--- config.mk ---
export PLATFORM = sky130hd
export DESIGN_NAME = fetch_stage
export DESIGN_NICKNAME = d
export VERILOG_FILES = /design/src/rtl/fetch_stage_pkg.sv /design/src/rtl/fetch_buffer.sv /design/src/rtl/fetch_stage.sv
export SDC_FILE = /design/constraint.sdc
export NUM_CORES = 1
export LEC_CHECK = 0
export CAP_MARGIN = 10
export CORE_ASPECT_RATIO = 1.25
export CORE_UTILIZATION = 45
export DETAILED_ROUTE_END_ITERATION = 10
export HOLD_SLACK_MARGIN = 0.15
export PLACE_DENSITY = 0.7
export SKIP_CTS_REPAIR_TIMING = 1
export SYNTH_ARGS = -nofsm -noshare
export SYNTH_HDL_FRONTEND = slang
export SYNTH_SLANG_ARGS = --single-unit
--- constraint.sdc ---
create_clock -name clk -period 7.7 [get_ports clk]
set_clock_uncertainty 0.15 [all_clocks]
set_input_delay 1.54 -clock clk [delete_from_list [all_inputs] [get_ports clk]]
set_output_delay 1.54 -clock clk [all_outputs]
set_load 0.05 [all_outputs]
--- src/rtl/fetch_stage_pkg.sv ---
// Shared constants and types for the IF stage: NOP encoding, default reset PC,
// sequencing states and the entry formats held in the in-flight and response queues.
package fetch_stage_pkg;

   localparam logic [31:0] NOP_INSTR    = 32'h0000_0013;
   localparam logic [31:0] RESET_PC_DEF = 32'h0000_0000;

   typedef enum logic [1:0] {
      FS_IDLE,
      FS_RUN,
      FS_MISAL,
      FS_HALT
   } fetch_state_e;

   typedef struct packed {
      logic [31:0] pc;
      logic [31:0] instr;
      logic        fault;
   } fetch_entry_t;

   typedef struct packed {
      logic        epoch;
      logic [31:0] pc;
   } inflight_t;

endpackage

--- src/rtl/fetch_buffer.sv ---
// Parametric synchronous FIFO with flush, used both for the in-flight request
// queue and the instruction response buffer.
module fetch_buffer #(
   parameter int unsigned WIDTH = 32,
   parameter int unsigned DEPTH = 2
) (
   input  logic                         clk,
   input  logic                         rst_n,
   input  logic                         push,
   input  logic                         pop,
   input  logic                         flush,
   input  logic [WIDTH-1:0]             wdata,
   output logic [WIDTH-1:0]             rdata,
   output logic [$clog2(DEPTH+1)-1:0]   count,
   output logic                         full,
   output logic                         empty
);

   localparam int unsigned AW = (DEPTH > 1) ? $clog2(DEPTH) : 1;

   logic [WIDTH-1:0] mem [DEPTH];
   logic [AW-1:0]    rd_ptr;
   logic [AW-1:0]    wr_ptr;

   // Explicit wrap so non-power-of-two depths work.
   function automatic logic [AW-1:0] nxt(input logic [AW-1:0] p);
      return (p == AW'(DEPTH - 1)) ? '0 : p + 1'b1;
   endfunction

   assign rdata = mem[rd_ptr];
   assign empty = (count == '0);
   assign full  = (count == ($clog2(DEPTH+1))'(DEPTH));

   always_ff @(posedge clk or negedge rst_n) begin
      if (!rst_n) begin
         rd_ptr <= '0;
         wr_ptr <= '0;
         count  <= '0;
      end else if (flush) begin
         rd_ptr <= '0;
         wr_ptr <= '0;
         count  <= '0;
      end else begin
         if (push) wr_ptr <= nxt(wr_ptr);
         if (pop)  rd_ptr <= nxt(rd_ptr);
         if (push && !pop)      count <= count + 1'b1;
         else if (pop && !push) count <= count - 1'b1;
      end
   end

   always_ff @(posedge clk) begin
      if (push && !flush) mem[wr_ptr] <= wdata;
   end

endmodule

--- src/rtl/fetch_stage.sv ---
// IF stage: owns the PC, issues in-order word fetches, filters wrong-path
// responses by epoch, buffers them and drives the IF/ID register.
module fetch_stage
   import fetch_stage_pkg::*;
#(
   parameter logic [31:0] RESET_PC   = RESET_PC_DEF,
   parameter int unsigned MAX_OUTSTD = 2,
   parameter int unsigned BUF_DEPTH  = 2
) (
   input  logic        clk,
   input  logic        rst_n,
   output logic        imem_req_valid,
   input  logic        imem_req_ready,
   output logic [31:0] imem_req_addr,
   input  logic        imem_rsp_valid,
   input  logic [31:0] imem_rsp_data,
   input  logic        imem_rsp_err,
   input  logic        stall,
   input  logic        redirect,
   input  logic [31:0] redirect_pc,
   output logic        if_id_valid,
   output logic [31:0] if_id_pc,
   output logic [31:0] if_id_pc_plus4,
   output logic [31:0] if_id_instr,
   output logic        if_id_fault
);

   localparam int unsigned OW = $clog2(MAX_OUTSTD + 1);
   localparam int unsigned BW = $clog2(BUF_DEPTH + 1);

   fetch_state_e state;
   logic [31:0]  fetch_pc;
   logic         epoch;

   inflight_t    infl_head;
   inflight_t    infl_wdata;
   logic [OW-1:0] outstanding;
   logic         infl_full;
   logic         infl_empty;

   fetch_entry_t buf_head;
   fetch_entry_t rsp_entry;
   fetch_entry_t ifid_next;
   logic [BW-1:0] buf_count;
   logic         buf_full;
   logic         buf_empty;

   logic accept;
   logic rsp_pop;
   logic rsp_live;
   logic advance;
   logic bypass;
   logic buf_push;
   logic buf_pop;
   logic ifid_has;

   // Credit check: in-flight plus buffered never exceeds buffer capacity.
   assign imem_req_valid = (state == FS_RUN) && !redirect && !infl_full &&
                           (32'(outstanding) + 32'(buf_count) < BUF_DEPTH);
   assign imem_req_addr  = fetch_pc;
   assign accept         = imem_req_valid && imem_req_ready;
   assign infl_wdata     = '{epoch: epoch, pc: fetch_pc};

   assign rsp_pop   = imem_rsp_valid && !infl_empty;
   assign rsp_live  = rsp_pop && (infl_head.epoch == epoch) && !redirect;
   assign rsp_entry = '{pc:    infl_head.pc,
                        instr: imem_rsp_err ? NOP_INSTR : imem_rsp_data,
                        fault: imem_rsp_err};

   // An empty buffer lets a live response go straight into IF/ID.
   assign advance  = !redirect && !stall;
   assign bypass   = advance && buf_empty && (state != FS_MISAL);
   assign buf_push = rsp_live && !bypass && !buf_full;
   assign buf_pop  = advance && !buf_empty && (state != FS_MISAL);

   always_comb begin
      ifid_next = '{pc: if_id_pc, instr: NOP_INSTR, fault: 1'b0};
      ifid_has  = 1'b1;
      if (state == FS_MISAL)  ifid_next = '{pc: fetch_pc, instr: NOP_INSTR, fault: 1'b1};
      else if (!buf_empty)    ifid_next = buf_head;
      else if (rsp_live)      ifid_next = rsp_entry;
      else                    ifid_has  = 1'b0;
   end

   fetch_buffer #(.WIDTH($bits(inflight_t)), .DEPTH(MAX_OUTSTD)) u_inflight (
      .clk   (clk),
      .rst_n (rst_n),
      .push  (accept),
      .pop   (rsp_pop),
      .flush (1'b0),
      .wdata (infl_wdata),
      .rdata (infl_head),
      .count (outstanding),
      .full  (infl_full),
      .empty (infl_empty)
   );

   fetch_buffer #(.WIDTH($bits(fetch_entry_t)), .DEPTH(BUF_DEPTH)) u_rsp_buf (
      .clk   (clk),
      .rst_n (rst_n),
      .push  (buf_push),
      .pop   (buf_pop),
      .flush (redirect),
      .wdata (rsp_entry),
      .rdata (buf_head),
      .count (buf_count),
      .full  (buf_full),
      .empty (buf_empty)
   );

   always_ff @(posedge clk or negedge rst_n) begin
      if (!rst_n) begin
         state    <= FS_IDLE;
         fetch_pc <= RESET_PC;
         epoch    <= 1'b0;
      end else if (redirect) begin
         fetch_pc <= redirect_pc;
         epoch    <= ~epoch;
         state    <= (redirect_pc[1:0] != 2'b00) ? FS_MISAL : FS_RUN;
      end else begin
         case (state)
            FS_IDLE:  state <= FS_RUN;
            FS_RUN:   if (accept) fetch_pc <= fetch_pc + 32'd4;
            FS_MISAL: if (!stall) state <= FS_HALT;
            FS_HALT:  ;
         endcase
      end
   end

   always_ff @(posedge clk or negedge rst_n) begin
      if (!rst_n) begin
         if_id_valid    <= 1'b0;
         if_id_pc       <= RESET_PC;
         if_id_pc_plus4 <= RESET_PC + 32'd4;
         if_id_instr    <= NOP_INSTR;
         if_id_fault    <= 1'b0;
      end else if (redirect) begin
         if_id_valid <= 1'b0;
         if_id_instr <= NOP_INSTR;
         if_id_fault <= 1'b0;
      end else if (!stall) begin
         if_id_valid <= ifid_has;
         if_id_instr <= ifid_next.instr;
         if_id_fault <= ifid_next.fault;
         if (ifid_has) begin
            if_id_pc       <= ifid_next.pc;
            if_id_pc_plus4 <= ifid_next.pc + 32'd4;
         end
      end
   end

endmodule

==> results of run 1 <==
-- per-stage QoR --
stage,worst slack (ns),instances,hold WS [ns]
finish,2.45,1913,0.326
global route,2.17,1913,0.363
CTS,2.45,1913,0.333
detailed placement,1.93,1847,0.320
global placement,1.97,1847,0.315
floorplan,1.38,1285,0.334
-- worst max-delay path, cell delays in order --
cell and delay [ns]:
clkdlybuf4s50_1 0.41, o21ai_2 0.29, nand2b_1 0.96, nor3_1 0.12
o31a_1 0.34, inv_1 0.10, ha_1 0.18, inv_1 0.07
nor3_2 0.52, nand4_1 0.46, mux2i_1 0.22, a211o_1 0.27
-- worst min-delay path by stage --
stage,startpoint,end,depth (start not counted)
2_1_floorplan,u_rsp_buf.wr_ptr$_DFFE_PN0P_,u_rsp_buf.wr_ptr$_DFFE_PN0P_,1
3_3_place_gp,if_id_instr[11]$_DFFE_PN0P_,if_id_instr[11]$_DFFE_PN0P_,2
3_5_place_dp,if_id_instr[22]$_DFFE_PN0P_,if_id_instr[22]$_DFFE_PN0P_,2
4_1_cts,if_id_instr[22]$_DFFE_PN0P_,if_id_instr[22]$_DFFE_PN0P_,2
5_1_grt,if_id_instr[8]$_DFFE_PN0P_,if_id_instr[8]$_DFFE_PN0P_,2
6_report,if_id_instr[22]$_DFFE_PN0P_,if_id_instr[22]$_DFFE_PN0P_,2
-- placed cells by master, fill, tap and decap left out, types with 10 or more instances in the layout --
cell and count:
a21oi_1 39, a221o_1 19, a22oi_1 22, a31oi_1 37, and3_1 15, and3b_1 10, buf_4 28, clkbuf_16 37
clkdlybuf4s50_1 199, dfrtp_1 134, edfxtp_1 196, inv_1 20, mux2_2 63, mux2i_1 42, nand2_1 140, nand3_1 34
nand4_1 12, nor2_1 79, nor2b_1 29, nor3_1 31, o2111ai_1 10, o21ai_0 97, o31ai_1 15, xnor2_1 17
-- cells by family after synthesis --
group,Yosys count
AND/OR/NAND/NOR,400
flip-flops,335
AO/OA/AOI/OAI,303
buffers and inverters,110
multiplexers,106
XOR/XNOR,27
adder cells (fa/ha/maj),4
-- state kept, by name, summed over array words and instances, names as in the netlist --
register and cells:
if_id_instr 32, u_inflight.rd_ptr 1, u_rsp_buf.wr_ptr 1, u_rsp_buf.mem 130, imem_req_addr 32, u_rsp_buf.count 2
u_inflight.wr_ptr 1, if_id_pc_plus4 30, if_id_valid 1, state 2, u_rsp_buf.rd_ptr 1, u_inflight.mem 66
if_id_pc 32, if_id_fault 1, u_inflight.count 2, epoch 1
-- power by group --
part | total [mW] | leakage, nW | switching (mW) | internal [mW]
combinational | 2.42 | 2.76 | 1.61 | 0.803
clock | 1.76 | 0.571 | 0.714 | 1.04
sequential | 2.51 | 3.55 | 0.287 | 2.23
-- routing by layer --
metal / GRT usage / part of all wire
met5: 0 / 0
met2: 0.418 / 0.50
met3: 0.0355 / 0.069
met4: 0.114 / 0.042
met1: 0.310 / 0.39
-- area by class of cell --
cell class              count  area, um^2
well taps                 423         529
clock buffers              47         983
inverters                  20        75.1
multi-input cells         840        5460
repair buffers            229        2220
fillers                  2741       14600
flip-flops and latches    335        9370
clock inverters            19         215
==> summary.md, run 1 <==
| Metric | Value |
|---|---|
| Cell Rows | 75 |
| IO Count | 202 |
| Critical path origin | imem_rsp_valid |
| Most common cell in the netlist | edfxtp_1 |
| Final-report max-slew violation count | 0 |
| Worst Max-Slew Pin Slew | 1.15 ns |
| Post-Synth XOR/XNOR Area | 0.0165 |
| VDD IR max | 0.258 mV |
| Max Cap Viol | 0 |
| # DRC | 18 |
| Status | finished with violations |
| Launching point of the worst reg2reg path | u_inflight.count[0]$_DFFE_PN0P_ |
| Ratio of cells with drive above 1 in the final layout | 0.119 |
| Critical path arrival | 5.51 ns |
| Core area | 0.0335 mm^2 |
| Area of placed instances | 0.0177 mm^2 |
| Die width | 167 um |
| Fmax | 191 MHz |
| Clock transition at path regs | 0.07 ns |
| CP Capture Type | flip-flop |
| DIE HEIGHT | 208 um |
| Area of the die | 0.0346 mm^2 |
| R2r setup slk | 3.10 ns |
| Clk buf depth | 3 |
| R2R depth | 11 |
| Most frequent cells after synthesis | edfxtp_1, nand2_1, dfrtp_1 |
| DR iter-0 viols | 991 |
| Hold Path Class | flip-flop to flip-flop |
| Synth warn | 0 |
| Area leader, netlist | edfxtp_1 |
| Synth Area in Compound Gates | 0.131 |
| Netlist cell types | 72 |
| H-tree depth | 2 |
| Avg WL per Cell | 21.9 um |
| Part of the Yosys area used for sequential elements | 0.615 |
| Top cell type's share of synthesized area | 0.386 |
| Placed wire-length estimate | 27900 um |
| First-pass GRT wire length | 65000 um |
| Power per cell area | 355 mW/mm^2 |
| CTS buffer count | 36 |
| GPL Wtd Cong | 0.888 |
| Pleak | 6.89 nW |
| Worst Setup EP | if_id_pc_plus4[28]$_DFFE_PN0P_ |
| Failing checks | DRC |
| Async set-or-reset flop fraction in the synthesized netlist | 0.415 |
| Critical R2R Capture | if_id_pc_plus4[28]$_DFFE_PN0P_ |
| Initial antenna violation count | 0 |
| Rel. slew slack | 0.233 |
| Min Tclk post-route | 5.25 ns |
| Area delta synth->final | 23.7% |
| Crit share post-route | 0.681 |
| CP startpoint kind | primary input |
| WS Path Type | primary input to flip-flop |
| Antenna Cells | 0 |
| Final TNS setup | 0 ns |
| Gr usage total | 0.246 |
| Clk_lat worst skew | 0.53 ns |
| Critical Path RT | 7.96 ns |
| CTS Root Cell | clkbuf_16 |
| Avg Inst Size Synth | 11.9 um^2 |
| Syn nets | 1360 |
| Synthesized-area fraction occupied by and/or/nand/nor cells | 0.129 |
| Synthesized flop and latch total | 335 |
| Post-synth EDFFs | 196 |
| Largest family of logic cells by synthesized area | compound AO/OA/AOI/OAI gates |
| Total power | 6.69 mW |
| Initial Util | 0.455 |
| Post-Synth Adder-Cell Area | 0.00378 |
| Vias in the first global route | 11300 |
| First-pass iteration count of the detailed router | 9 |
| Grt total ovfl | 0 |
| RSZ-0062 raised after global routing | no |
| Max FO, Critical Path | 27 |
| DR vias | 11200 |
| Port Buf Inserts | 201 |
| Mapped Cells | 1285 |
| CTS tree | yes |
| NumNets Final | 1537 |
| Pin count of the biggest net entering global routing | 88 |
| Post-Route WL | 41800 um |
| Synth area leaders | edfxtp_1, dfrtp_1, mux2_2 |
| Main synth FF type | edfxtp_1 |
| Vias per Instance | 5.84 |
| Synthesized cell area | 0.0152 mm^2 |
| Clock sink count | 335 |
| Multiplexer area fraction after synthesis | 0.0756 |
| Util after Layout | 0.563 |
| Post-route cell area | 0.0189 mm^2 |
| Setup Viol. Count Final | 0 |
| Final number of hold-violating endpoints | 0 |
| Routed Antenna Nets | 0 |
No activity file was read; power rests on OpenSTA's default activity.
==> run 2, diff against run 1 <==
- PLACE_DENSITY: 0.7 -> 0.73
- clock period: 7.7 -> 4.6 ns (I/O delays scaled with it)
==> run 2 against run 1 <==
  * The flow still finishes with violations (DRC)
  * Final cell count up 1.3%
  * Cell area up 1.7%
  * Global-route usage about the same
  * Clock-buffer cell count down 6
  * Clock power up 73%
  * Sequential power up 68%
==> summary.md, run 2 (synthesis gave the netlist of run 1 again) <==
| Metric | Value |
|---|---|
| Max Cap Viol | 0 (unchanged) |
| WS Path Type | flip-flop to output pin (was primary input to flip-flop) |
| Grt total ovfl | 0 (unchanged) |
| CP bufs+invs | 1 (was 3) |
| Min Tclk post-route | 4.10 ns |
| Critical path origin | u_rsp_buf.count[0]$_DFFE_PN0P_ (was imem_rsp_valid) |
| Highest-count cells in the layout ignoring fill and taps | clkdlybuf4s50_1, edfxtp_1, nand2_1 (unchanged) |
| Hold depth | 2 (unchanged) |
| R2R depth | 9 (was 11) |
| Origin of the worst min-delay path | if_id_instr[7]$_DFFE_PN0P_ (was if_id_instr[22]$_DFFE_PN0P_) |
| Routed Antenna Nets | 0 (unchanged) |
| First-pass iteration count of the detailed router | 9 (unchanged) |
| DR vias | 11400 (was 11200) |
| H-tree depth | 2 (unchanged) |
| Worst Max-Slew Pin Slew | 0.968 ns (was 1.15 ns) |
| Critical path arrival | 3.03 ns (was 5.51 ns) |
| Max FO, Critical Path | 9 (was 27) |
| Post-Route WL | 42900 um (was 41800 um) |
| Failing checks | DRC (unchanged) |
| Vias in the first global route | 11300 (about the same) |
| VDD IR max | 0.495 mV (was 0.258 mV) |
| CTS buffer count | 34 (was 36) |
| Crit share post-route | 0.891 |
| Max FFs per register | 130 (unchanged) |
| Ratio of cells with drive above 1 in the final layout | 0.137 (was 0.119) |
| Power per cell area | 597 mW/mm^2 (was 355 mW/mm^2) |
| Status | finished with violations (unchanged) |
| Antenna Cells | 0 (unchanged) |
| Fill count | 2749 (was 2741) |
| Commonest non-fill, non-tap cell in the layout | clkdlybuf4s50_1 (unchanged) |
| Gr usage total | 0.246 (about the same) |
| DIE HEIGHT | 208 um (unchanged) |
| CP Capture Type | output pin (was flip-flop) |
| Pin count of the biggest net entering global routing | 93 (was 88) |
| Hold Path Class | flip-flop to flip-flop (unchanged) |
| Slowest CP cell | clkdlybuf4s50_1 (was nand2b_1) |
| Multi-input logic area | 0.00547 mm^2 (was 0.00546 mm^2) |
| Total power | 11.4 mW (was 6.69 mW) |
| CTS Root Cell | clkbuf_16 (unchanged) |
| Clk_lat worst skew | 0.51 ns (was 0.53 ns) |
| Avg WL per Cell | 22.1 um (was 21.9 um) |
| CP startpoint kind | flip-flop (was primary input) |
| # DRC | 15 (was 18) |
| Initial Util | 0.455 (unchanged) |
| Clk buf depth | 3 (unchanged) |
| Place WS | 0.174 ns (was 1.93 ns) |
| Largest reg by FF count | u_rsp_buf.mem (unchanged) |
| Critical Path RT | 3.53 ns (was 7.96 ns) |
| Final number of hold-violating endpoints | 0 (unchanged) |
| RSZ-0062 raised after global routing | no (unchanged) |
| Fmax | 244 MHz |
| Setup Viol. Count Final | 0 (unchanged) |
| CTS tree | yes (unchanged) |
| Core area | 0.0335 mm^2 (unchanged) |
| Vias per Instance | 5.90 (was 5.84) |
| DR iter-0 viols | 1011 (was 991) |
| Placed wire-length estimate | 29300 um (was 27900 um) |
| Util after Layout | 0.572 (was 0.563) |
| Die width | 167 um (unchanged) |
| Ordered cell list for the critical path | nand2_1, fa_1, nand4b_1, nor2_1, clkdlybuf4s50_1 (was clkdlybuf4s50_1, o21ai_2, nand2b_1, nor3_1, o31a_1, inv_1, ha_1, inv_1, nor3_2, nand4_1, mux2i_1, a211o_1) |
| Rel. slew slack | 0.355 (was 0.233) |
| Area of the die | 0.0346 mm^2 (unchanged) |
| Final TNS setup | 0 ns (unchanged) |
| Initial antenna violation count | 0 (unchanged) |
| IO Count | 202 (unchanged) |
| Biggest regs | u_rsp_buf.mem x130, u_inflight.mem x66 (unchanged) |
| Clock transition at path regs | 0.06 ns (was 0.07 ns) |
| GPL Wtd Cong | 0.894 (was 0.888) |
| Cell depth of the worst setup path | 5 (was 12) |
| Final-report max-slew violation count | 0 (unchanged) |
| Storage element area | 0.00937 mm^2 (unchanged) |
| Final setup margin | 0.503 ns (was 2.45 ns) |
| Crit-path leading delay family | buffers and inverters (was simple AND/OR/NAND/NOR gates) |
| First-pass GRT wire length | 65200 um (was 65000 um) |
| Pleak | 7.09 nW (was 6.89 nW) |
| Clock sink count | 335 (unchanged) |
| Area delta synth->final | 25.8% (was 23.7%) |
| Cell Rows | 75 (unchanged) |
| NumNets Final | 1565 (was 1537) |
| R2r setup slk | 0.68 ns (was 3.10 ns) |
| Launching point of the worst reg2reg path | state[0]$_DFFE_PN0P_ (was u_inflight.count[0]$_DFFE_PN0P_) |
| Port Buf Inserts | 201 (unchanged) |
| Max incr delay on CP | 0.89 ns (was 0.96 ns) |
-- run 2: changes by cell type in the layout (fill, tap and decap cells not counted), sizes merged --
cell and delta:
bufinv +3, clkbuf -6, clkinvlp -5, clkinv +4, inv -1, buf +30
-- run 2: path summary, 6_finish.rpt --
| kind | to |
|---|---|
| worst max-delay path | imem_req_valid |
| worst min-delay path | if_id_instr[7]$_DFFE_PN0P_ |
| worst max register to register | if_id_pc_plus4[28]$_DFFE_PN0P_ |
| worst min register to register | if_id_instr[7]$_DFFE_PN0P_ |
| max in group asynchronous | if_id_instr[0]$_DFFE_PN1P_ |
| min in group asynchronous | if_id_pc[19]$_DFFE_PN0P_ |
-- run 2: area by class of cell --
class | count | area share
Inverter | 20 | 0.00391
Timing Repair Buffer | 259 | 0.130
Clock buffer | 41 | 0.0500
Multi-Input combinational cell | 840 | 0.285
Sequential cell | 335 | 0.489
Clock inverter | 20 | 0.0142
Tap cell | 423 | 0.0276
-- run 2: power breakdown --
group | internal, mW | leakage (nW) | total [mW] | switching [mW]
registers | 3.73 | 3.55 | 4.21 | 0.486
clock network | 1.88 | 0.610 | 3.04 | 1.16
logic | 1.44 | 2.93 | 4.19 | 2.75
-- run 2: per-stage QoR --
stage	std cells	hold WS, ns	cell area (um^2)
after global placement	1876	0.311	17900
after CTS	1937	0.335	19100
after global routing	1938	0.374	19200
final	1938	0.330	19200
after detailed placement	1876	0.321	17900
after floorplan	1285	0.353	15200
-- run 2: routing by layer --
layer,global-route usage,part of all wire,vias to the layer above,wire (um)
li1,-,-,5210,-
met4,0.107,0.039,0,1690
met5,0,0,-,0
met2,0.424,0.50,516,21500
met1,0.307,0.39,5610,16900
met3,0.0360,0.066,91,2830
-- run 2: worst min-delay path: stages, from the launching register on --
cell	delay, ns
dfrtp_1	0.34
nand2_1	0.04
o21ai_0	0.06
